### config.mk
export PLATFORM = sky130hd
export DESIGN_NAME = nios2_oci_dct_trace_capture
export DESIGN_NICKNAME = d
export VERILOG_FILES = /design/src/rtl/nios2_oci_dct_trace_capture.sv
export SDC_FILE = /design/constraint.sdc
export NUM_CORES = 1
export LEC_CHECK = 0
export ABC_CLOCK_PERIOD_IN_PS = 4300
export CORE_MARGIN = 2
export CORE_UTILIZATION = 54
export DETAILED_ROUTE_END_ITERATION = 7
export GPL_TIMING_DRIVEN = 0
export PLACE_DENSITY = 0.75
export SYNTH_ARGS = -nofsm -noshare
export SYNTH_HDL_FRONTEND = slang
export SYNTH_SLANG_ARGS = --single-unit
### constraint.sdc
create_clock -name clk -period 4.3 [get_ports clk]
set_input_delay 0.86 -clock clk [delete_from_list [all_inputs] [get_ports clk]]
set_output_delay 0.86 -clock clk [all_outputs]
set_load 0.01 [all_outputs]
### src/rtl/nios2_oci_dct_trace_capture.sv
// DCT trace capture FIFO with a capture/flush/done sequencer and a saturating drop counter.
// Optional DCT_TRACE_WRAP_EN: a full FIFO overwrites its oldest entry instead of dropping the newest word.
module nios2_oci_dct_trace_capture #(
    parameter int DCT_W  = 30,
    parameter int CNT_W  = 4,
    parameter int DEPTH  = 16,
    parameter int DROP_W = 16
) (
    input  logic                       clk,
    input  logic                       reset_n,
    input  logic                       capture_en,
    input  logic                       dct_valid,
    input  logic [DCT_W-1:0]           dct_buffer,
    input  logic [CNT_W-1:0]           dct_count,
    input  logic                       test_ending,
    input  logic                       test_has_ended,
    input  logic                       rd_en,
    output logic                       rd_valid,
    output logic [CNT_W+DCT_W-1:0]     rd_data,
    output logic [$clog2(DEPTH):0]     fill_level,
    output logic                       overflow,
    output logic [DROP_W-1:0]          drop_count,
    output logic                       done,
    output logic [1:0]                 state
);
    localparam int AW = $clog2(DEPTH);
    localparam logic [AW:0] FULL_LVL = (AW+1)'(DEPTH);

    typedef enum logic [1:0] {
        S_IDLE    = 2'd0,
        S_CAPTURE = 2'd1,
        S_FLUSH   = 2'd2,
        S_DONE    = 2'd3
    } state_t;

    state_t                    r_state, w_next;
    logic [CNT_W+DCT_W-1:0]    r_mem [DEPTH];
    logic [AW-1:0]             r_wptr, r_rptr;
    logic [AW:0]               r_fill;
    logic                      r_overflow, r_done;
    logic [DROP_W-1:0]         r_drop;

    logic w_cand, w_full, w_pop, w_push, w_drop, w_radv, w_inc, w_dec, w_arm;

    assign w_cand = (r_state == S_CAPTURE) && dct_valid && (dct_count != '0);
    assign w_full = (r_fill == FULL_LVL);
    assign w_pop  = rd_en && (r_fill != '0);
    assign w_drop = w_cand && w_full && !w_pop;
    assign w_arm  = (r_state == S_IDLE) && capture_en && !test_has_ended;

`ifdef DCT_TRACE_WRAP_EN
    // Overwrite: write lands on the oldest slot (wptr == rptr when full), so the read side steps past it.
    assign w_push = w_cand;
    assign w_radv = w_pop || w_drop;
`else
    assign w_push = w_cand && (!w_full || w_pop);
    assign w_radv = w_pop;
`endif

    assign w_inc = w_push && !w_pop && !w_full;
    assign w_dec = w_pop && !w_push;

    always_ff @(posedge clk) begin
        if (w_push) r_mem[r_wptr] <= {dct_count, dct_buffer};
    end

    always_ff @(posedge clk or negedge reset_n) begin
        if (!reset_n) begin
            r_wptr <= '0;
            r_rptr <= '0;
            r_fill <= '0;
        end else begin
            if (w_push) r_wptr <= r_wptr + 1'b1;
            if (w_radv) r_rptr <= r_rptr + 1'b1;
            if (w_inc)      r_fill <= r_fill + 1'b1;
            else if (w_dec) r_fill <= r_fill - 1'b1;
        end
    end

    always_ff @(posedge clk or negedge reset_n) begin
        if (!reset_n) begin
            r_overflow <= 1'b0;
            r_drop     <= '0;
        end else if (w_arm) begin
            r_overflow <= 1'b0;
            r_drop     <= '0;
        end else if (w_drop) begin
            r_overflow <= 1'b1;
            if (r_drop != '1) r_drop <= r_drop + 1'b1;
        end
    end

    always_comb begin
        w_next = r_state;
        if (test_has_ended) begin
            w_next = S_DONE;
        end else begin
            case (r_state)
                S_IDLE:    if (capture_en) w_next = S_CAPTURE;
                S_CAPTURE: begin
                    if (test_ending)      w_next = S_FLUSH;
                    else if (!capture_en) w_next = S_IDLE;
                end
                // The last pop empties the FIFO at this edge, so DONE arrives with it.
                S_FLUSH:   if (r_fill == '0 || (r_fill == 1 && w_pop)) w_next = S_DONE;
                S_DONE:    if (!capture_en) w_next = S_IDLE;
                default:   w_next = S_IDLE;
            endcase
        end
    end

    always_ff @(posedge clk or negedge reset_n) begin
        if (!reset_n) begin
            r_state <= S_IDLE;
            r_done  <= 1'b0;
        end else begin
            r_state <= w_next;
            r_done  <= (w_next == S_DONE);
        end
    end

    assign rd_valid   = (r_fill != '0);
    assign rd_data    = rd_valid ? r_mem[r_rptr] : '0;
    assign fill_level = r_fill;
    assign overflow   = r_overflow;
    assign drop_count = r_drop;
    assign done       = r_done;
    assign state      = r_state;
endmodule

==> impl_metrics.json, run 1 <==
{
  "synth_seq_cells": 577,
  "ys.flop_type": "edfxtp_1",
  "detail_route.wirelength_um": 47500,
  "cts.repair.resized": 32,
  "grt_max_degree": 34,
  "fin_cells": 1789,
  "dp_cells": 1690,
  "met2_wirelength_um": 24400,
  "multi_input_area_sq_um": 5150,
  "yosysSeqAreaShare": 0.765,
  "nFillCells": 2674,
  "postCtsSetupBuffers": 0,
  "dp_hpwl_um": 29100,
  "r2r-start": "fill_level[0]",
  "ant_nets": 0,
  "antenna_found_initial": 2,
  "finalPower_mw": 15.8,
  "startpoint_type": "flip-flop",
  "highest_layer": "met4",
  "vias_per_cell": 6.17,
  "cts_max_level": 2,
  "io_pins": 101,
  "grtUsageTotal": 0.224,
  "cts_hold_buf": 0,
  "syn_area_sq_um": 22400,
  "path_buf_inv": 3,
  "max_cap_viol_count": 0,
  "setup_viol": 0,
  "cellPowerDensity_nw_per_um2": 598,
  "finalCritPeriodShare": 0.978,
  "avgSynthCellArea_sq_um": 21.6,
  "cp_max_fo": 10,
  "cp_slowest_cell": "buf_1",
  "crit_path_end_kind": "output port",
  "dr.first_iter.drc_count": 1196,
  "critical_path_class": "reg -> out",
  "synthCells": 1038,
  "hp-class": "in -> async",
  "yosys.cell_types.count": 42,
  "syn-num-nets": 1089,
  "crit_start": "r_rptr[1]",
  "synth_edf_count": 544,
  "clk_pin_slew_ns": 0.06,
  "clockBufferDepth": 3,
  "gp_congestion": 0.800,
  "timing.critical_path.to": "rd_data[20]",
  "die_area_sq_um": 43200,
  "fin_setup_tns_ns": 0,
  "fp-row-count": 74,
  "cts_root_buf": "clkbuf_16",
  "route.detailed.drc": 0,
  "r2r_cells": 8,
  "crit_family": "buffers and inverters",
  "place_ws_ns": -0.0901,
  "cts_tree": "built",
  "timing.hold.ws_ns": 0.354,
  "routed-wl-met3_um": 3160,
  "reg2reg_to": "r_mem[3][21]",
  "slowest_delay_ns": 0.62,
  "cts_sinks": 577,
  "drv_slew": 0,
  "wl_met1_um": 18900,
  "grt_pass1_vias": 11500,
  "async_flop_share": 0.0572,
  "clk-insertion-delay-late_ns": 0.59,
  "fin_skew_ns": 0.00909,
  "vias": 11000,
  "start_util": 0.548,
  "portBuffers": 100,
  "seqCellArea_sq_um": 17200,
  "core-area_sq_um": 40900,
  "ir_worst_vdd_mv": 0.339,
  "cp.depth": 6,
  "r2r_slack_ns": 0.98,
  "grt_pass1_wl_um": 72000,
  "fmax_mhz": 238,
  "ys_warn_count": 0,
  "drive_gt1_frac": 0.235,
  "worstPathCellList": "clkbuf_2 -> buf_1 -> mux4_2 -> mux2i_1 -> o22ai_1 -> clkdlybuf4s50_1",
  "worstMarginPinSlew_ns": 1.05,
  "arrival_ns": 3.35,
  "utilization": 0.646,
  "wire_per_inst_um": 26.6,
  "areaGrowthSynthToFinish_pct": 17.9,
  "final_nets": 1264,
  "outcome": "finished clean",
  "grt_overflow_total": 0,
  "hold_viol_final": 0,
  "fin_ws_ns": 0.0939,
  "leakagePower_nw": 8.54,
  "drt_first_pass_iters": 5,
  "period_needed_ns": 4.21,
  "cts_made_buffers": 54,
  "final_cell_area_sq_um": 26400,
  "grt_setup_unrepaired": "true",
  "relSlewSlack": 0.302,
  "critPathRequiredTime_ns": 3.44,
  "die_w_um": 208,
  "dpl_cell_area_sq_um": 24700,
  "die_y_um": 208
}
-- sequential cells by signal, indices dropped and copies added, names as in the netlist --
signal and cells:
drop_count 16, fill_level 5, r_rptr 4, done 1, r_wptr 4, overflow 1
r_mem 544, state 2
-- worst reg2reg max path: cells and delay by family, from the launching register on --
family / cells / cell delay, ns
flip-flops: 1 / 0.49
AND/OR/NAND/NOR: 5 / 1.86
buffers and inverters: 2 / 0.40
adder cells (fa/ha/maj): 1 / 0.26
-- where the power goes --
part / switching, mW / leakage [nW] / internal [mW]
sequential: 0.0960 / 5.31 / 6.29
clock: 1.98 / 0.830 / 2.57
combinational: 2.49 / 2.40 / 2.39
total: 4.57 / 8.54 / 11.2
-- layout by cell type (no fill, tap or decap), drive strengths merged, types with 4 or more instances in the layout --
cell type      count
a21oi              7
buf               39
bufinv             4
clkbuf            94
clkdlybuf4s50     99
clkinv            30
dfrtp             33
edfxtp           544
ha                10
inv               11
mux2i             68
mux4             136
nand2             25
nand3              5
nand4              5
nor2              35
nor3               8
nor4               6
nor4b              6
o21ai              6
o22ai             34
xnor2             21
-- metal layers --
metal | GRT usage | vias up
li1 | - | 4676
met1 | 0.308 | 5827
met2 | 0.377 | 443
met3 | 0.0357 | 84
met4 | 0.0616 | 0
met5 | 0 | -
-- worst min path at each step --
stage | startpoint | end | slack, ns
2_1_floorplan | r_rptr[2] | r_rptr[2] | 0.48
3_3_place_gp | r_rptr[2] | r_rptr[2] | 0.50
3_5_place_dp | r_rptr[2] | r_rptr[2] | 0.49
4_1_cts | reset_n | drop_count[9] | 0.35
5_1_grt | reset_n | drop_count[9] | 0.39
6_report | reset_n | drop_count[15] | 0.35
-- area by class of cell --
type,instances,share of cell area
timing repair buffer,120,0.0547
tap,532,0.0252
clock buffer,62,0.0531
antenna,2,0.000189
buffer,52,0.0111
clock inverter,36,0.0104
multi-input combinational,399,0.195
inverter,9,0.00128
sequential,577,0.649
-- kinds of logic (layout without fill, tap and decap cells) --
logic type	Yosys count	after routing	synth area share
muxes	204	204	0.167
AOI/OAI and AO/OA	53	53	0.0147
xor gates and xnor gates	24	24	0.00938
other	0	2	0
adders and majority gates	10	10	0.00558
and+or+nand+nor	108	108	0.0264
DFF	577	577	0.765
buffers and inverters	62	279	0.0116
-- synth_stat cells (all sizes together) (2+ instances only) --
library cell	instances	share of area
nand3	5	0.0011
nor4	6	0.0020
nand4	5	0.0014
nor3b	2	0.00067
o22ai	34	0.0095
mux2i	68	0.030
nor4b	6	0.0026
nand3b	2	0.00067
buf	21	0.0047
a21oi	7	0.0016
xor2	3	0.0012
or4	3	0.0012
edfxtp	544	0.73
xnor2	21	0.0082
clkbuf	32	0.0054
nor3	8	0.0018
inv	9	0.0015
nor2	35	0.0059
ha	10	0.0056
mux4	136	0.14
nand2b	3	0.00084
o21ai	6	0.0013
nand2	25	0.0042
dfrtp	33	0.037
or3	3	0.00084
No activity file was read; power rests on OpenSTA's default activity.
==> inputs of run 2 (changes only) <==
- ABC_AREA: default -> 1
- CORE_MARGIN: 2 -> 4
- CORE_UTILIZATION: 54 -> 55
- PLACE_DENSITY: 0.75 -> 0.76
==> run 2 against run 1 <==
  * Sequential share of layout area is 3.7 points lower
  * Sequential power hardly changed
  * Critical path depth is 1 higher
  * Count of clock-buffer cells in the layout is 6 higher
  * Non-clock buffer count is 62 higher
  * Area after synthesis is 6.7% higher
  * Final cell count is 62% higher
  * Sequential cell count stayed put
  * Power is 17% higher
  * Via count is 56% higher
  * Clock skew is 0.015 ns higher
  * Combinational power is 43% higher
==> impl_metrics.json, run 2 <==
{
  "syn_area_sq_um": 23900,
  "critical_path_class": "reg -> out",
  "drv_slew": 0,
  "ir_worst_vdd_mv": 0.396,
  "fin_skew_ns": 0.0240,
  "portBuffers": 100,
  "areaGrowthSynthToFinish_pct": 17.1,
  "grt_pass1_vias": 17300,
  "reg2reg_to": "r_mem[8][19]",
  "layout_common_cells": "769 x nand2_1, 544 x edfxtp_1, 440 x nand3_1",
  "wire_per_inst_um": 23.1,
  "finalCritPeriodShare": 0.951,
  "cts_tree": "built",
  "vias_per_cell": 5.95,
  "core-area_sq_um": 43100,
  "hp-class": "in -> async",
  "grt_pass1_wl_um": 101000,
  "max_cap_viol_count": 0,
  "grt_overflow_total": 0,
  "grt_use_met1": 0.363,
  "r2r_slack_ns": 1.38,
  "async_flop_share": 0.0572,
  "dr.first_iter.drc_count": 2352,
  "relSlewSlack": 0.349,
  "grt_max_degree": 34,
  "largest_register_ffs": 544,
  "dp_hpwl_um": 42300,
  "utilization": 0.650,
  "cts_made_buffers": 56,
  "synthTopCellsByArea": "edfxtp_1 68%, nand2_1 12%, nand3_1 9.2%",
  "startpoint_type": "flip-flop",
  "grt-busiest-layer": "met2",
  "cts_sinks": 577,
  "final_common_cell": "nand2_1",
  "leakagePower_nw": 10.3,
  "hold_viol_final": 0,
  "clk-insertion-delay-late_ns": 0.61,
  "ys.flop_type": "edfxtp_1",
  "antenna_found_initial": 0,
  "avgSynthCellArea_sq_um": 11.4,
  "grt_use_met3": 0.0641,
  "diodes": 0,
  "vias": 17200,
  "cts_max_level": 2,
  "synth_edf_count": 544,
  "die_w_um": 217,
  "outcome": "finished clean",
  "r2r_cells": 8,
  "fp-row-count": 76,
  "place_ws_ns": 0.283,
  "detail_route.wirelength_um": 66800,
  "crit_start": "fill_level[0]",
  "cp_max_fo": 10,
  "dpl_cell_area_sq_um": 26100,
  "syn-num-nets": 2144,
  "synth_most_common_cell": "nand2_1",
  "fmax_mhz": 245,
  "fin_cells": 2897,
  "critPathRequiredTime_ns": 3.44,
  "largest_register": "r_mem",
  "cellPowerDensity_nw_per_um2": 660,
  "dp_cells": 2794,
  "grt_setup_unrepaired": "false",
  "die_area_sq_um": 46900,
  "yosysSeqAreaShare": 0.717,
  "synth_top_area_share": 0.683,
  "ys_warn_count": 0,
  "fin_ws_ns": 0.211,
  "clk_pin_slew_ns": 0.06,
  "start_util": 0.555,
  "final_nets": 2318,
  "gp_congestion": 0.854,
  "synth_area_leader_cell": "edfxtp_1",
  "drt_first_pass_iters": 7,
  "worstMarginPinSlew_ns": 0.977,
  "period_needed_ns": 4.09,
  "final_cell_area_sq_um": 28000,
  "synth_seq_cells": 577,
  "nFillCells": 3032,
  "crit_path_end_kind": "output port",
  "setup_viol": 0,
  "cts_root_buf": "clkbuf_16",
  "timing.hold.ws_ns": 0.358,
  "synthCells": 2093,
  "arrival_ns": 3.23,
  "ant_nets": 0,
  "io_pins": 101,
  "synthTopCellsByCount": "769 x nand2_1, 544 x edfxtp_1, 440 x nand3_1, 62 x buf_2, 44 x nor2_1",
  "clockBufferDepth": 3,
  "route.detailed.drc": 0,
  "timing.critical_path.to": "rd_data[31]",
  "yosys.cell_types.count": 31,
  "met2_usage": 0.465,
  "grtUsageTotal": 0.284,
  "r2r-start": "fill_level[0]",
  "drive_gt1_frac": 0.0956,
  "die_y_um": 217
}
==> run 2: cell types whose count changed after synthesis, sizes merged, moves of 29 or more <==
cell | before | now
o22ai | 34 | 0
nand2 | 25 | 775
a21oi | 7 | 36
mux2i | 68 | 0
mux4 | 136 | 0
nand3 | 5 | 445
buf | 21 | 86
==> run 2: cell type report <==
cell class | instances | area (sq um) | area share
Inverter | 38 | 146 | 0.00522
Buffer | 118 | 573 | 0.0205
Multi-Input combinational cell | 1360 | 6170 | 0.220
Tap cell | 585 | 732 | 0.0261
Sequential cell | 577 | 17200 | 0.612
Timing Repair Buffer | 116 | 1350 | 0.0483
Clock inverter | 35 | 398 | 0.0142
Clock buffer | 68 | 1490 | 0.0531
==> run 2: per-layer routing <==
| metal | routed length, um | share of wire |
|---|---|---|
| met1 | 24100 | 0.36 |
| met2 | 31800 | 0.48 |
| met3 | 7530 | 0.11 |
| met4 | 3410 | 0.051 |
| met5 | 0 | 0 |
==> run 2: how the worst min path moves through the flow <==
stage	from	to	slack (ns)	cells past startpoint
after global placement	overflow	overflow	0.48	2
after detailed placement	overflow	overflow	0.49	2
after CTS	reset_n	r_wptr[2]	0.35	1
after floorplan	overflow	overflow	0.53	2
after global routing	reset_n	r_wptr[2]	0.41	1
final	reset_n	overflow	0.36	1
==> run 2: worst max-delay path, cell delays in order (launching register included) <==
cell	delay, ns
dfrtp_1	0.47
inv_1	0.12
ha_1	0.29
nand3_4	0.15
clkinvlp_4	0.27
clkbuf_2	0.36
a21oi_1	0.34
clkdlybuf4s50_1	0.62
==> run 2: metrics by stage <==
stage	power, mW	TNS, ns
2_1_floorplan	10.4	0
3_3_place_gp	13.1	-826.95
3_5_place_dp	13.3	0
4_1_cts	18.4	0
5_1_grt	19.3	0
6_report	18.5	0
==> run 2: logic make-up after synthesis <==
| kind of cell | synth area share |
|---|---|
| DFF | 0.717 |
| adders and majority gates | 0.00523 |
| and+or+nand+nor | 0.229 |
| AOI/OAI and AO/OA | 0.0124 |
| buffers and inverters | 0.0298 |
| xor gates and xnor gates | 0.00659 |
==> run 2: where the power goes <==
| part | total [mW] | internal, mW | leakage, nW | switching (mW) |
|---|---|---|---|---|
| sequential | 6.41 | 6.30 | 5.32 | 0.110 |
| clock | 5.07 | 2.99 | 0.928 | 2.08 |
| combinational | 7.00 | 2.27 | 4.07 | 4.73 |
| total | 18.5 | 11.6 | 10.3 | 6.92 |
==> run 2: what timing repair did <==
| item | CTS | global route |
|---|---|---|
| pin swaps | 0 | 0 |
| gates resized for setup | 1 | 6 |
| endpoints found under the hold margin | 0 | 0 |
| setup buffers | 0 | 0 |
| endpoints found under the setup margin | 1 | 13 |
| hold buffers | 0 | 0 |
==> edit 1, RTL diff (flow settings as in run 2) <==
Remove the register `r_done`: a continuous assignment takes its place, so the output `done` follows one clock earlier.
--- a/src/rtl/nios2_oci_dct_trace_capture.sv
+++ b/src/rtl/nios2_oci_dct_trace_capture.sv
@@ -112,12 +112,12 @@
     always_ff @(posedge clk or negedge reset_n) begin
         if (!reset_n) begin
             r_state <= S_IDLE;
-            r_done  <= 1'b0;
         end else begin
             r_state <= w_next;
-            r_done  <= (w_next == S_DONE);
         end
     end
+
+    assign r_done = (w_next == S_DONE);
 
     assign rd_valid   = (r_fill != '0);
     assign rd_data    = rd_valid ? r_mem[r_rptr] : '0;
Function: changed (Yosys sat finds a counterexample within 4 cycles, from zero or initial values and one cycle with reset_n low).
==> edit 1 against run 2 <==
Final area shrank 0.38%. Worst setup slack lost 0.18 ns. Sequential cell count shrank 1. First-iteration DRC count grew 10%. Total power shrank 1.2%. Critical endpoint unchanged. Area after synthesis shrank 0.10%. Routed wire length grew 0.39%. Utilization shrank 0.10 points. Critical path depth shrank 1. Combinational power is essentially flat. Sequential power is essentially flat.
==> edit 1: results <==
INSERT INTO impl_metrics (metric_group, metric, value, unit) VALUES
('drt', 'drt_iter0_drc', '2597', ''),
('placement', 'place_ws', '0.229', 'ns'),
('layout', 'area_growth', '16.8', '%'),
('synthesis', 'syn_avg_cell_area', '11.4', 'µm²'),
('drt', 'wl_met1', '24300', 'µm'),
('grt', 'globalRouteTotalUtil', '28.1', '%'),
('placement', 'placed_cell_area', '0.0261', 'mm²'),
('run_status', 'outcome', 'finished, final reports clean', ''),
('power', 'combinationalPower', '6.99', 'mW'),
('floorplan', 'fp.dieW', '216', 'µm'),
('drt', 'route.detailed.wl_per_inst', '23.1', 'µm'),
('grt', 'met2_usage', '46.7', '%'),
('power', 'switchingPower', '6.94', 'mW'),
('grt', 'met1_track_demand_over_resource_in_global_routing', '36.1', '%'),
('synthesis', 'async_flop_share', '5.56', '%'),
('drt', 'drt_pass1_iterations', '8', ''),
('power', 'peakVddDrop', '387', 'µV'),
('power', 'clk_power', '4.85', 'mW'),
('layout', 'final_layout_size_suffix_gt1_share', '9.20', '%'),
('layout', 'design.final.nets', '2317', '');
edit 1: cell count changes in the layout (fill, tap and decap cells not counted), sizes merged:
cell	delta
dfrtp	-1
inv	+3
clkinvlp	-2
clkdlybuf4s15	+1
bufinv	-4
clkbuf	+5
edit 1: worst min path at each step:
| stage | end | from | slack (ns) |
|---|---|---|---|
| floorplan | overflow | overflow | 0.53 |
| global placement | overflow | overflow | 0.48 |
| detailed placement | overflow | overflow | 0.51 |
| CTS | drop_count[13] | reset_n | 0.34 |
| global route | fill_level[2] | reset_n | 0.39 |
| finish | drop_count[13] | reset_n | 0.34 |
edit 1: cells by family (layout without fill, tap and decap cells):
group / Yosys count / count (layout)
buffers and inverters: 156 / 378
flip-flops: 576 / 576
XOR/XNOR: 18 / 18
AO/OA/AOI/OAI: 54 / 54
adder cells (fa/ha/maj): 10 / 10
AND/OR/NAND/NOR: 1278 / 1278
==> edit 2, RTL diff (config.mk and constraints of run 2) <==
Without the edit above. Change the parameter `DROP_W` from 16 to 18.
--- a/src/rtl/nios2_oci_dct_trace_capture.sv
+++ b/src/rtl/nios2_oci_dct_trace_capture.sv
@@ -4,7 +4,7 @@
     parameter int DCT_W  = 30,
     parameter int CNT_W  = 4,
     parameter int DEPTH  = 16,
-    parameter int DROP_W = 16
+    parameter int DROP_W = 18
 ) (
     input  logic                       clk,
     input  logic                       reset_n,
Ports: changed (resized drop_count); port bits go from 101 to 103. No check against the original RTL was run, so the function may have changed too.
==> edit 2 against run 2 <==
Sequential power grew 2%. Worst setup slack lost 0.10 ns. Routed wire length shrank 2.8%. Sequential cell count grew 2. Worst hold slack gained 0.011 ns. Global-route usage shrank 1.2 points. Area after synthesis grew 0.17%. Synthesized cell count grew 0.62%. Final area grew 0.15%. Clock skew shrank 0.0045 ns. Die area grew 0.16%. Total power grew 0.79%. Critical endpoint unchanged. Largest power group unchanged.
==> edit 2: results <==
INSERT INTO impl_metrics (metric_group, metric, value, unit) VALUES
('power', 'internal-power', '11.7', 'mW'),
('run_status', 'outcome', 'finished, final reports clean', ''),
('placement', 'gpl.final_weighted_congestion', '0.890', ''),
('timing', 'skew', '0.0196', 'ns'),
('drt', 'drt_pass1_iterations', '6', ''),
('drt', 'wl_met3', '7050', 'µm'),
('synthesis', 'ys_types', '30', ''),
('grt', 'met2_usage', '45.7', '%'),
('grt', 'groute.layer.met3.usage', '5.68', '%'),
('timing', 'tightestPinTransition', '1.03', 'ns'),
('drt', 'top_signal_layer_used', 'met5', ''),
('layout', 'final_layout_size_suffix_gt1_share', '9.07', '%'),
('placement', 'placed_cell_area', '0.0262', 'mm²'),
('layout', 'sh_seq_area', '61.3', '%'),
('layout', 'n_all_buffers', '236', ''),
('layout', 'area_growth', '17.1', '%'),
('power', 'peakVddDrop', '320', 'µV'),
('drt', 'routed_met2_length', '31500', 'µm'),
('layout', 'multi_input_area', '0.00616', 'mm²'),
('placement', 'dp_hpwl', '40900', 'µm'),
('critical_path', 'crit-reg2reg-capture', 'r_mem[2][29]', ''),
('layout', 'design.final.nets', '2332', ''),
('synthesis', 'synth-seq-area-share', '71.8', '%'),
('layout', 'nMultiInputCombCells', '1369', ''),
('synthesis', 'synth-compound-area-share', '1.19', '%'),
('power', 'combinationalPower', '7.05', 'mW'),
('layout', 'layout.clock_buffers', '71', ''),
('placement', 'portBuffers', '102', '');
-- edit 2: worst reg2reg max path: cells and delay by family, from the launching register on --
kind                     cells  cell delay [ns]
AND/OR/NAND/NOR              4             1.48
adder cells (fa/ha/maj)      1             0.24
buffers and inverters        3             0.55
flip-flops                   1             0.46
-- edit 2: stage by stage --
stage / hold slack [ns] / std cells / TNS [ns] / power [mW]
5_1_grt: 0.413 / 2912 / 0 / 19.4
3_3_place_gp: 0.507 / 2793 / -840.71 / 13.3
3_5_place_dp: 0.519 / 2809 / 0 / 13.5
6_report: 0.370 / 2912 / 0 / 18.6
2_1_floorplan: 0.502 / 2106 / 0 / 10.6
4_1_cts: 0.379 / 2912 / 0 / 18.5
-- edit 2: timing repair --
item / 4_1_cts / 5_1_grt
hold endpoints to repair: 0 / 0
hold buffers: 0 / 0
gates resized for setup: 0 / 8
endpoints found under the setup margin: 0 / 6
